File: config.mk
export PLATFORM = sky130hd
export DESIGN_NAME = text_cursor_ctrl_flat
export DESIGN_NICKNAME = d
export VERILOG_FILES = /design/src/rtl/text_cursor_ctrl_if.sv /design/src/rtl/text_cursor_ctrl.sv /design/src/flat_wrapper.sv
export SDC_FILE = /design/constraint.sdc
export NUM_CORES = 1
export LEC_CHECK = 0
export ABC_AREA = 0
export BUFFER_PORTS_ARGS = -buffer_cell sky130_fd_sc_hd__buf_2
export CAP_MARGIN = 25
export CELL_PAD_IN_SITES_DETAIL_PLACEMENT = 1
export CELL_PAD_IN_SITES_GLOBAL_PLACEMENT = 1
export CORE_MARGIN = 2
export CORE_UTILIZATION = 30
export DETAILED_ROUTE_END_ITERATION = 8
export PLACE_DENSITY_LB_ADDON = 0.05
export REMOVE_ABC_BUFFERS = 1
export SLEW_MARGIN = 40
export SYNTH_ARGS = -nofsm -noshare
export SYNTH_HDL_FRONTEND = slang
export SYNTH_SLANG_ARGS = --single-unit
File: constraint.sdc
create_clock -name clk -period 4.17 [get_ports clk]
set_input_delay 0.417 -clock clk [delete_from_list [all_inputs] [get_ports clk]]
set_output_delay 0.417 -clock clk [all_outputs]
set_load 0.03 [all_outputs]
File: src/rtl/text_cursor_ctrl_if.sv
// Byte-in / cell-write bundle between the UART receiver side and the text
// cursor controller. The controller uses the slave view; whoever feeds it
// bytes and watches the buffer writes uses the master view.
interface text_cursor_ctrl_if #(
  parameter int COLS   = 80,
  parameter int ROWS   = 30,
  parameter int ADDR_W = 12
);
  localparam int COL_W = $clog2(COLS);
  localparam int ROW_W = $clog2(ROWS);

  logic [7:0]        data_in;
  logic              data_ready;
  logic              wr_en;
  logic [ADDR_W-1:0] wr_addr;
  logic [7:0]        wr_char;
  logic [COL_W-1:0]  cursor_col;
  logic [ROW_W-1:0]  cursor_row;
  logic              busy;
  logic              overrun;

  modport master (
    output data_in, data_ready,
    input  wr_en, wr_addr, wr_char, cursor_col, cursor_row, busy, overrun
  );

  modport slave (
    input  data_in, data_ready,
    output wr_en, wr_addr, wr_char, cursor_col, cursor_row, busy, overrun
  );
endinterface

File: src/rtl/text_cursor_ctrl.sv
// Terminal-style write controller. Turns received bytes into single-cell
// writes for a COLS x ROWS character buffer, tracks the cursor, and runs
// row / screen blanking sweeps. A one-byte pending slot absorbs a byte that
// arrives while a sweep is running; a second such byte is dropped and
// flagged on overrun. Every output comes straight from a register.
module text_cursor_ctrl #(
  parameter int COLS   = 80,
  parameter int ROWS   = 30,
  parameter int ADDR_W = 12
) (
  input  logic                clk,
  input  logic                reset,
  text_cursor_ctrl_if.slave   bus
);

  localparam int COL_W = $clog2(COLS);
  localparam int ROW_W = $clog2(ROWS);
  // One spare bit so a full-screen count never aliases to zero.
  localparam int CNT_W = ADDR_W + 1;

  localparam logic [7:0] CH_SPACE = 8'h20;
  localparam logic [7:0] CH_BS    = 8'h08;
  localparam logic [7:0] CH_LF    = 8'h0A;
  localparam logic [7:0] CH_FF    = 8'h0C;
  localparam logic [7:0] CH_CR    = 8'h0D;

  typedef enum logic [1:0] {
    IDLE    = 2'd0,
    ROW_CLR = 2'd1,
    SCR_CLR = 2'd2
  } state_t;

  state_t r_state;
  state_t w_state_nxt;

  logic [COL_W-1:0]  r_col,       w_col_nxt;
  logic [ROW_W-1:0]  r_row,       w_row_nxt;
  logic              r_wr_en,     w_wr_en_nxt;
  logic [ADDR_W-1:0] r_wr_addr,   w_wr_addr_nxt;
  logic [7:0]        r_wr_char,   w_wr_char_nxt;
  logic              r_busy,      w_busy_nxt;
  logic              r_overrun,   w_overrun_nxt;
  logic              r_pend_vld,  w_pend_vld_nxt;
  logic [7:0]        r_pend_data, w_pend_data_nxt;
  // Sweep engine: next cell to blank and how many cells remain.
  logic [ADDR_W-1:0] r_sw_addr,   w_sw_addr_nxt;
  logic [CNT_W-1:0]  r_sw_left,   w_sw_left_nxt;

  // Byte chosen for decode this cycle (pending slot has priority).
  logic              w_dec_go;
  logic [7:0]        w_dec_byte;
  logic [ROW_W-1:0]  w_row_inc;

  // Row after the current one; there is no scrolling, the last row wraps to 0.
  function automatic logic [ROW_W-1:0] f_row_inc(input logic [ROW_W-1:0] row);
    return (row == ROW_W'(ROWS - 1)) ? '0 : row + ROW_W'(1);
  endfunction

  // Linear buffer address of a cell.
  function automatic logic [ADDR_W-1:0] f_cell_addr(input logic [ROW_W-1:0] row,
                                                    input logic [COL_W-1:0] col);
    return ADDR_W'(COLS) * ADDR_W'(row) + ADDR_W'(col);
  endfunction

  function automatic logic f_printable(input logic [7:0] b);
    return (b >= 8'h20) && (b <= 8'h7E);
  endfunction

  assign w_row_inc = f_row_inc(r_row);

  // Next-state, next-output and pending-slot logic for the controller FSM.
  always_comb begin
    w_state_nxt     = r_state;
    w_col_nxt       = r_col;
    w_row_nxt       = r_row;
    w_wr_en_nxt     = 1'b0;
    w_wr_addr_nxt   = r_wr_addr;
    w_wr_char_nxt   = r_wr_char;
    w_busy_nxt      = 1'b0;
    w_overrun_nxt   = 1'b0;
    w_pend_vld_nxt  = r_pend_vld;
    w_pend_data_nxt = r_pend_data;
    w_sw_addr_nxt   = r_sw_addr;
    w_sw_left_nxt   = r_sw_left;
    w_dec_go        = 1'b0;
    w_dec_byte      = r_pend_data;

    // Byte source selection and pending-slot bookkeeping.
    if (r_state == IDLE) begin
      if (r_pend_vld) begin
        // Held byte goes first; a byte arriving now takes its place.
        w_dec_go   = 1'b1;
        w_dec_byte = r_pend_data;
        if (bus.data_ready) begin
          w_pend_data_nxt = bus.data_in;
        end else begin
          w_pend_vld_nxt  = 1'b0;
        end
      end else if (bus.data_ready) begin
        w_dec_go   = 1'b1;
        w_dec_byte = bus.data_in;
      end
    end else if (bus.data_ready) begin
      if (r_pend_vld) begin
        w_overrun_nxt = 1'b1;
      end else begin
        w_pend_vld_nxt  = 1'b1;
        w_pend_data_nxt = bus.data_in;
      end
    end

    case (r_state)
      IDLE: begin
        if (w_dec_go) begin
          if (f_printable(w_dec_byte)) begin
            w_wr_en_nxt   = 1'b1;
            w_wr_addr_nxt = f_cell_addr(r_row, r_col);
            w_wr_char_nxt = w_dec_byte;
            if (r_col == COL_W'(COLS - 1)) begin
              // Line wrap: the character write goes out first, the blanking
              // of the new row starts on the following cycle.
              w_col_nxt     = '0;
              w_row_nxt     = w_row_inc;
              w_sw_addr_nxt = f_cell_addr(w_row_inc, '0);
              w_sw_left_nxt = CNT_W'(COLS);
              w_state_nxt   = ROW_CLR;
            end else begin
              w_col_nxt     = r_col + COL_W'(1);
            end
          end else begin
            case (w_dec_byte)
              CH_CR: begin
                w_col_nxt = '0;
              end
              CH_LF: begin
                // First blank cell is issued right away, the rest by the sweep.
                w_col_nxt     = '0;
                w_row_nxt     = w_row_inc;
                w_wr_en_nxt   = 1'b1;
                w_wr_addr_nxt = f_cell_addr(w_row_inc, '0);
                w_wr_char_nxt = CH_SPACE;
                w_busy_nxt    = 1'b1;
                w_sw_addr_nxt = f_cell_addr(w_row_inc, '0) + ADDR_W'(1);
                w_sw_left_nxt = CNT_W'(COLS - 1);
                w_state_nxt   = ROW_CLR;
              end
              CH_BS: begin
                // Backspace never crosses to the previous row.
                if (r_col != '0) begin
                  w_col_nxt     = r_col - COL_W'(1);
                  w_wr_en_nxt   = 1'b1;
                  w_wr_addr_nxt = f_cell_addr(r_row, r_col - COL_W'(1));
                  w_wr_char_nxt = CH_SPACE;
                end
              end
              CH_FF: begin
                w_col_nxt     = '0;
                w_row_nxt     = '0;
                w_wr_en_nxt   = 1'b1;
                w_wr_addr_nxt = '0;
                w_wr_char_nxt = CH_SPACE;
                w_busy_nxt    = 1'b1;
                w_sw_addr_nxt = ADDR_W'(1);
                w_sw_left_nxt = CNT_W'(COLS * ROWS - 1);
                w_state_nxt   = SCR_CLR;
              end
              default: begin
              end
            endcase
          end
        end
      end

      ROW_CLR, SCR_CLR: begin
        // Both sweeps blank consecutive ascending cells; only the extent differs.
        if (r_sw_left == '0) begin
          w_state_nxt = IDLE;
        end else begin
          w_wr_en_nxt   = 1'b1;
          w_wr_addr_nxt = r_sw_addr;
          w_wr_char_nxt = CH_SPACE;
          w_busy_nxt    = 1'b1;
          w_sw_addr_nxt = r_sw_addr + ADDR_W'(1);
          w_sw_left_nxt = r_sw_left - CNT_W'(1);
        end
      end

      default: begin
        w_state_nxt = IDLE;
      end
    endcase
  end

  // FSM state register.
  always_ff @(posedge clk) begin
    if (reset) begin
      r_state <= IDLE;
    end else begin
      r_state <= w_state_nxt;
    end
  end

  // Cursor, output and pending-valid registers; reset aborts any sweep.
  always_ff @(posedge clk) begin
    if (reset) begin
      r_col      <= '0;
      r_row      <= '0;
      r_wr_en    <= 1'b0;
      r_wr_addr  <= '0;
      r_wr_char  <= CH_SPACE;
      r_busy     <= 1'b0;
      r_overrun  <= 1'b0;
      r_pend_vld <= 1'b0;
    end else begin
      r_col      <= w_col_nxt;
      r_row      <= w_row_nxt;
      r_wr_en    <= w_wr_en_nxt;
      r_wr_addr  <= w_wr_addr_nxt;
      r_wr_char  <= w_wr_char_nxt;
      r_busy     <= w_busy_nxt;
      r_overrun  <= w_overrun_nxt;
      r_pend_vld <= w_pend_vld_nxt;
    end
  end

  // Data-only registers; their contents matter only while qualified by state or valid.
  always_ff @(posedge clk) begin
    r_pend_data <= w_pend_data_nxt;
    r_sw_addr   <= w_sw_addr_nxt;
    r_sw_left   <= w_sw_left_nxt;
  end

  assign bus.wr_en      = r_wr_en;
  assign bus.wr_addr    = r_wr_addr;
  assign bus.wr_char    = r_wr_char;
  assign bus.cursor_col = r_col;
  assign bus.cursor_row = r_row;
  assign bus.busy       = r_busy;
  assign bus.overrun    = r_overrun;

endmodule

File: src/flat_wrapper.sv
// flat-port wrapper written by rule: the top's interface ports become plain ports
module text_cursor_ctrl_flat 
#(
  parameter int COLS   = 80,
  parameter int ROWS   = 30,
  parameter int ADDR_W = 12
)
  (clk, reset, bus_data_in, bus_data_ready, bus_wr_en, bus_wr_addr, bus_wr_char, bus_cursor_col, bus_cursor_row, bus_busy, bus_overrun);
  text_cursor_ctrl_if #(.COLS(COLS), .ROWS(ROWS), .ADDR_W(ADDR_W)) bus_i ();
  input  logic clk;
  input  logic reset;
  input wire logic [$bits(bus_i.data_in)-1:0] bus_data_in;
  input wire logic [$bits(bus_i.data_ready)-1:0] bus_data_ready;
  output wire logic [$bits(bus_i.wr_en)-1:0] bus_wr_en;
  output wire logic [$bits(bus_i.wr_addr)-1:0] bus_wr_addr;
  output wire logic [$bits(bus_i.wr_char)-1:0] bus_wr_char;
  output wire logic [$bits(bus_i.cursor_col)-1:0] bus_cursor_col;
  output wire logic [$bits(bus_i.cursor_row)-1:0] bus_cursor_row;
  output wire logic [$bits(bus_i.busy)-1:0] bus_busy;
  output wire logic [$bits(bus_i.overrun)-1:0] bus_overrun;
  assign bus_i.data_in = bus_data_in;
  assign bus_i.data_ready = bus_data_ready;
  assign bus_wr_en = bus_i.wr_en;
  assign bus_wr_addr = bus_i.wr_addr;
  assign bus_wr_char = bus_i.wr_char;
  assign bus_cursor_col = bus_i.cursor_col;
  assign bus_cursor_row = bus_i.cursor_row;
  assign bus_busy = bus_i.busy;
  assign bus_overrun = bus_i.overrun;
  text_cursor_ctrl #(.COLS(COLS), .ROWS(ROWS), .ADDR_W(ADDR_W)) u_core (.clk(clk), .reset(reset), .bus(bus_i));
endmodule
# [Word-level counts from Yosys, hierarchy flattened]
# Cells that the tools add are included.
# W data, S select, Z words.
[totals] ff_bits=71 input_bits=11 word_cells=126
[classes] add_sub_neg=8 multipliers=2 n_lt_le_gt_ge=2 n_eq_ne=20 n_mux=62 n_bitwise=1 n_reduce_logical=19
[op_table] op="$mux W12" n=8
[op_table] op="$mux W8" n=11
[op_table] op="$pmux W12 S2" n=3
[op_table] op="$mux W13" n=4
[op_table] op="$pmux W13 S2" n=2
[op_table] op="$pmux W12 S3" n=1
[op_table] op="$eq A8 B4 Y1 const B" n=4
[op_table] op="$pmux W8 S2" n=2
[op_table] op="$add A12 B1 Y12 const B" n=2
[op_table] op="$add A12 B7 Y12" n=2
[op_table] op="$mux W7" n=3
[op_table] op="$mul A3 B5 Y8 const A" n=2
[op_table] op="$mux W5" n=3
[op_table] op="$reduce_and A5 Y1" n=3
[op_table] op="$mux W1" n=14
[op_table] op="$pmux W7 S2" n=1
[op_table] op="$logic_not A13 Y1" n=1
[op_table] op="$sub A13 B1 Y13 const B" n=1
[op_table] op="$ne A4 B4 Y1 const B" n=3
[op_table] op="$reduce_and A4 Y1" n=3
[op_table] op="$pmux W5 S2" n=1
[op_table] op="$ge A8 B6 Y1 const B" n=1
[op_table] op="$le A8 B7 Y1 const B" n=1
[op_table] op="$mux W2" n=4
[op_table] op="other kinds (23)" n=34

# [Logic depth before layout (Yosys ltp)]
[logic_depth] ltp_word=9 mapped_depth=14 ltp_nobuf=14

# [Worst setup path after synthesis]
# No wires, ideal clock.
[synth_path] path_kind="register to register" startpoint="register u_core.r_row[1] (netlist: u_core.bus.cursor_row[1])" endpoint="register u_core.r_wr_addr[10] (netlist: u_core.bus.wr_addr[10])" setup_time_ns=0.087 t_arrival_ns=2.962 t_required_ns=4.083 path_slack_ns=1.121 path_stages_with_launch=14 period_less_slack_ns=3.049 cell_sequence="dfxtp_1 inv_1 ha_1 and4_1 clkbuf_1 nor2_1 ha_1 ha_1 a21o_1 a21oi_1 xor2_1 a221o_1 o221ai_1 o31ai_1"
[synth_via] elab_chain_cells=7
[synth_rtl] element="start: declaration" line_no="text_cursor_ctrl.sv:37" text="logic [ROW_W-1:0] r_row, w_row_nxt;"
[synth_rtl] element="start signal: assignment" line_no="text_cursor_ctrl.sv:216" text="r_row <= w_row_nxt;"
[synth_rtl] element="$mul A3 B5 Y8 (tied with other cells)" line_no="text_cursor_ctrl.sv:62" text="return ADDR_W'(COLS) * ADDR_W'(row) + ADDR_W'(col);"
[synth_rtl] element="$add A12 B7 Y12 / $mux W5 (equally long branches)" line_no="text_cursor_ctrl.sv:62, text_cursor_ctrl.sv:56"
[synth_rtl] element="$mux W12 / $mul A3 B5 Y8 (equally long branches)" line_no="text_cursor_ctrl.sv:149, text_cursor_ctrl.sv:62"
[synth_rtl] element="$pmux W12 S3" line_no="text_cursor_ctrl.sv:131" text="case (w_dec_byte)"
[synth_rtl] element="$mux W12 (*)" line_no="text_cursor_ctrl.sv:115" text="if (f_printable(w_dec_byte)) begin"
[synth_rtl] element="$mux W12 (*)" line_no="text_cursor_ctrl.sv:114" text="if (w_dec_go) begin"
[synth_rtl] element="$pmux W12 S2 (*)" line_no="text_cursor_ctrl.sv:112" text="case (r_state)"
[synth_rtl] element="end signal: assignment" line_no="text_cursor_ctrl.sv:218" text="r_wr_addr <= w_wr_addr_nxt;"
[synth_rtl] element="end: declaration" line_no="text_cursor_ctrl.sv:39" text="logic [ADDR_W-1:0] r_wr_addr, w_wr_addr_nxt;"
# Mark *: on every way between the ends. The rest lies on a longest branch, timed or not. The select of a mux whose other input is x is not followed.
# A chain may end at the register's enable or synchronous reset.

# [Final worst setup path]
[layout_path] startpoint="register u_core.r_state[1]" endpoint="register u_core.r_col[1] (netlist: u_core.bus.cursor_col[1])"
[layout_via] elab_chain_cells=6
[layout_rtl] element="start: declaration" line_no="text_cursor_ctrl.sv:33" text="state_t r_state;"
[layout_rtl] element="start signal: assignment" line_no="text_cursor_ctrl.sv:199" text="r_state <= w_state_nxt;"
[layout_rtl] element="$logic_not A2 Y1 (*)" line_no="text_cursor_ctrl.sv:89, text_cursor_ctrl.sv:112"
[layout_rtl] element="$mux W8" line_no="text_cursor_ctrl.sv:89" text="if (r_state == IDLE) begin"
[layout_rtl] element="$ge A8 B6 Y1 (tied with other cells)" line_no="text_cursor_ctrl.sv:66" text="return (b >= 8'h20) && (b <= 8'h7E);"
[layout_rtl] element="$logic_and A1 B1 Y1 / $reduce_or A3 Y1 (equally long branches)"
[layout_rtl] element="$ne A3 B1 Y1 (no source line) (tied with other cells)"
[layout_rtl] element="$reduce_and A4 Y1 (no source line) / $mux W7 (equally long branches)"
[layout_rtl] element="end signal: assignment" line_no="text_cursor_ctrl.sv:215" text="r_col <= w_col_nxt;"
[layout_rtl] element="end: declaration" line_no="text_cursor_ctrl.sv:36" text="logic [COL_W-1:0] r_col, w_col_nxt;"
# Mark *: on every way between the ends. The rest lies on a longest branch, timed or not.

==> metrics.csv <==
stage;metric;value;unit
finish;final_area;5540;um2
synthesis;yosys.area.top_type_share;20.39;%
synthesis;synth_ff_type;dfxtp_1;
clock_tree;path_clk_slew;0.06;ns
synthesis;syn_inst;557;
grt;grt_max_degree;40;
clock_tree;cts.path.max_buffers;2;
grt;antenna_found_initial;0;
timing;rsz0062_at_grt;no;
finish;fillers;1885;
route;ant_nets;0;
synthesis;synth_seq_cells;71;
finish;multi_input_area;2879;um2
synthesis;yosysTopAreaCell;edfxtp_1;
route;wire_per_inst;19.83;um
die;start_util;30.59;%
flow_run;maxCapViolations;0;
setup_path;required;4.43;ns
timing;fin_crit;3.436;ns
placed_design;gp_congestion;0.8254;
setup_path;path_buf_inv;1;
clock_tree;cts_tree;built;
finish;n_antenna_cell;0;
setup_path;cp_cell_sequence;inv_1 -> ha_1 -> nand3b_1 -> o211ai_1 -> and2_1 -> nand3_1 -> o21ai_2 -> a211oi_1 -> a211oi_1;
die;die_area;17230;um2
setup_path;crit_start;u_core.r_state[1];
placed_design;dp_slack;0.7743;ns
route;vias;4299;
synthesis;synthTopCellsByArea;edfxtp_1 20%, dfxtp_1 16%, ha_1 7.0%, nand2_1 4.9%, a21oi_1 4.7%;
finish;final_common_cell;nand2_1;
timing;whs;0.4067;ns
setup_path;cp_max_fo;19;
setup_path;max_stage_delay;0.63;ns
pwr;vdd_drop_max;0.0002017;V
placed_design;placement.cell_area;5246;um2
route;drc_errors;0;
timing;maxClockFrequency;0.2911;GHz
setup_path;worstPathArrival;3.70;ns
setup_path;r2r_start;u_core.r_state[1];
die;dieHeight;131.3;um
clock_tree;h-tree-depth;3;
grt;grt_pass1_wl;25560;um
setup_path;path_class;reg2reg;
timing;setup_tns;0;ns
synthesis;yosysSeqAreaShare;36.05;%
route;drtPass1Iterations;4;
pwr;total_power;2.095;mW
timing;max_slew_margin;46.36;%
route;viasPerCell;5.327;
finish;area_delta_synth_final;14.01;%
finish;final_nets;628;
synthesis;synthArstFlopShare;0;%
timing;setup_viol;0;
timing;fin_skew;0.008004;ns
placed_design;portBuffers;45;
timing;tightest_slew;0.7972;ns
route;drt-total-wl;16000;um
placed_design;dpl.hpwl;11870;um
die;core_region_area;15890;um2
setup_path;cp_common_cell;a211oi_1;
clock_tree;cts_resized;0;
timing;period_share;82.39;%
grt;grt_usage;19.04;%
finish;drive_gt1_share;14.89;%
clock_tree;clk_latency;0.35;ns
setup_path;cpLargestDelayFamily;simple AND/OR/NAND/NOR gates;
clock_tree;clock_tree.root_cell;clkbuf_16;
die;die_x;131.3;um
synthesis;synth.distinct_cells;67;
run_status;outcome;completed;
clock_tree;cts.sinks;71;
hold_path;hp-class;in2reg;
route;drt_iter0_drc;225;
pwr;p_leak;2.127;nW
die;core.rowCount;46;
timing;hold_violations;0;
placed_design;placed_cells;791;
finish;fin_cells;807;
clock_tree;post_cts_buffers;0;
synthesis;synth_edf_count;33;
finish;seq_area;1752;um2
clock_tree;holdBufCountCts;0;
grt;grt_pass1_vias;4395;
clock_tree;numCtsBuffers;9;
setup_path;cpMaxStageDelayCell;and2_1;
hold_path;hp-start;bus_data_in[7];
grt;grt_overflow;0;
timing;slew_viol_final;0;
pwr;powerDensity;378.1;nW/um2
finish;fin_util;34.88;%
synthesis;netlist_area;4860;um2
synthesis;postSynthAreaPerCell;8.725;um2
setup_path;endpoint_kind;register;
setup_path;crit_path_start_kind;register;
finish;final_cell_mix;63 x nand2_1, 47 x nor2_1, 46 x a21oi_1;
timing;setup_slack;0.7343;ns
synthesis;yosys_warnings;0;
die;io_pins;46;
power breakdown:
group          switching, mW  internal (mW)  leakage [nW]
combinational          0.307          0.156          1.38
sequential            0.0539          0.788         0.611
clock                  0.326          0.464         0.136
total                  0.687           1.41          2.13
flip-flops by register name (all words and copies together) (netlist names):
signal,cells
u_core.r_sw_left,13
u_core.bus.wr_addr,12
u_core.r_sw_addr,12
u_core.bus.wr_char,8
u_core.r_pend_data,8
u_core.bus.cursor_col,7
u_core.bus.cursor_row,5
u_core.r_state,2
u_core.bus.busy,1
u_core.bus.overrun,1
u_core.bus.wr_en,1
u_core.r_pend_vld,1
routing by layer:
metal / GRT usage, % / part of all wire (%) / routed length (um) / vias to the layer above
met3: 3.858 / 3.0 / 477 / 10
li1: - / - / - / 2092
met5: 0 / 0 / 0 / -
met4: 4.831 / 0.92 / 147 / 0
met2: 30.20 / 46 / 7333 / 59
met1: 26.52 / 50 / 8046 / 2138
final timing paths:
check / to / slack (ns) / cells past startpoint
worst max-delay path: u_core.bus.cursor_col[1] / 0.73 / 9
worst min-delay path: u_core.r_pend_data[7] / 0.41 / 2
worst max register to register: u_core.bus.cursor_col[1] / 0.73 / 9
worst min register to register: u_core.bus.wr_char[4] / 0.45 / 2
logic make-up after synthesis:
family          synth area share (%)
compound gates                 19.77
buf+inv                        4.712
xor+xnor                       6.488
simple gates                   21.24
flops                          36.05
fa+ha+maj                      8.599
mux                            3.141
cells in the mapped netlist, types with 10 or more instances:
library cell / n
a21oi_1: 46
nand3_1: 25
xor2_1: 10
clkbuf_1: 21
xnor2_1: 26
ha_1: 27
nor3_1: 15
dfxtp_1: 38
nor2_1: 47
nand2_1: 63
o21ai_0: 24
mux2_2: 10
o211ai_1: 11
edfxtp_1: 33
inv_1: 26
worst register-to-register path: stages, from the launching register on:
cell and delay, ns:
dfxtp_1 0.33, inv_1 0.06, ha_1 0.34, nand3b_1 0.45, o211ai_1 0.29, and2_1 0.63, nand3_1 0.45, o21ai_2 0.46
a211oi_1 0.10, a211oi_1 0.25
area by class of cell:
cell class,count,share of cell area [%]
well taps,216,4.878
inverters,26,1.762
clock buffers,11,4.201
flip-flops and latches,71,31.62
clock inverters,5,1.061
multi-input cells,430,51.96
repair buffers,48,4.517
Note: power is estimated with default switching activity, not from simulation.
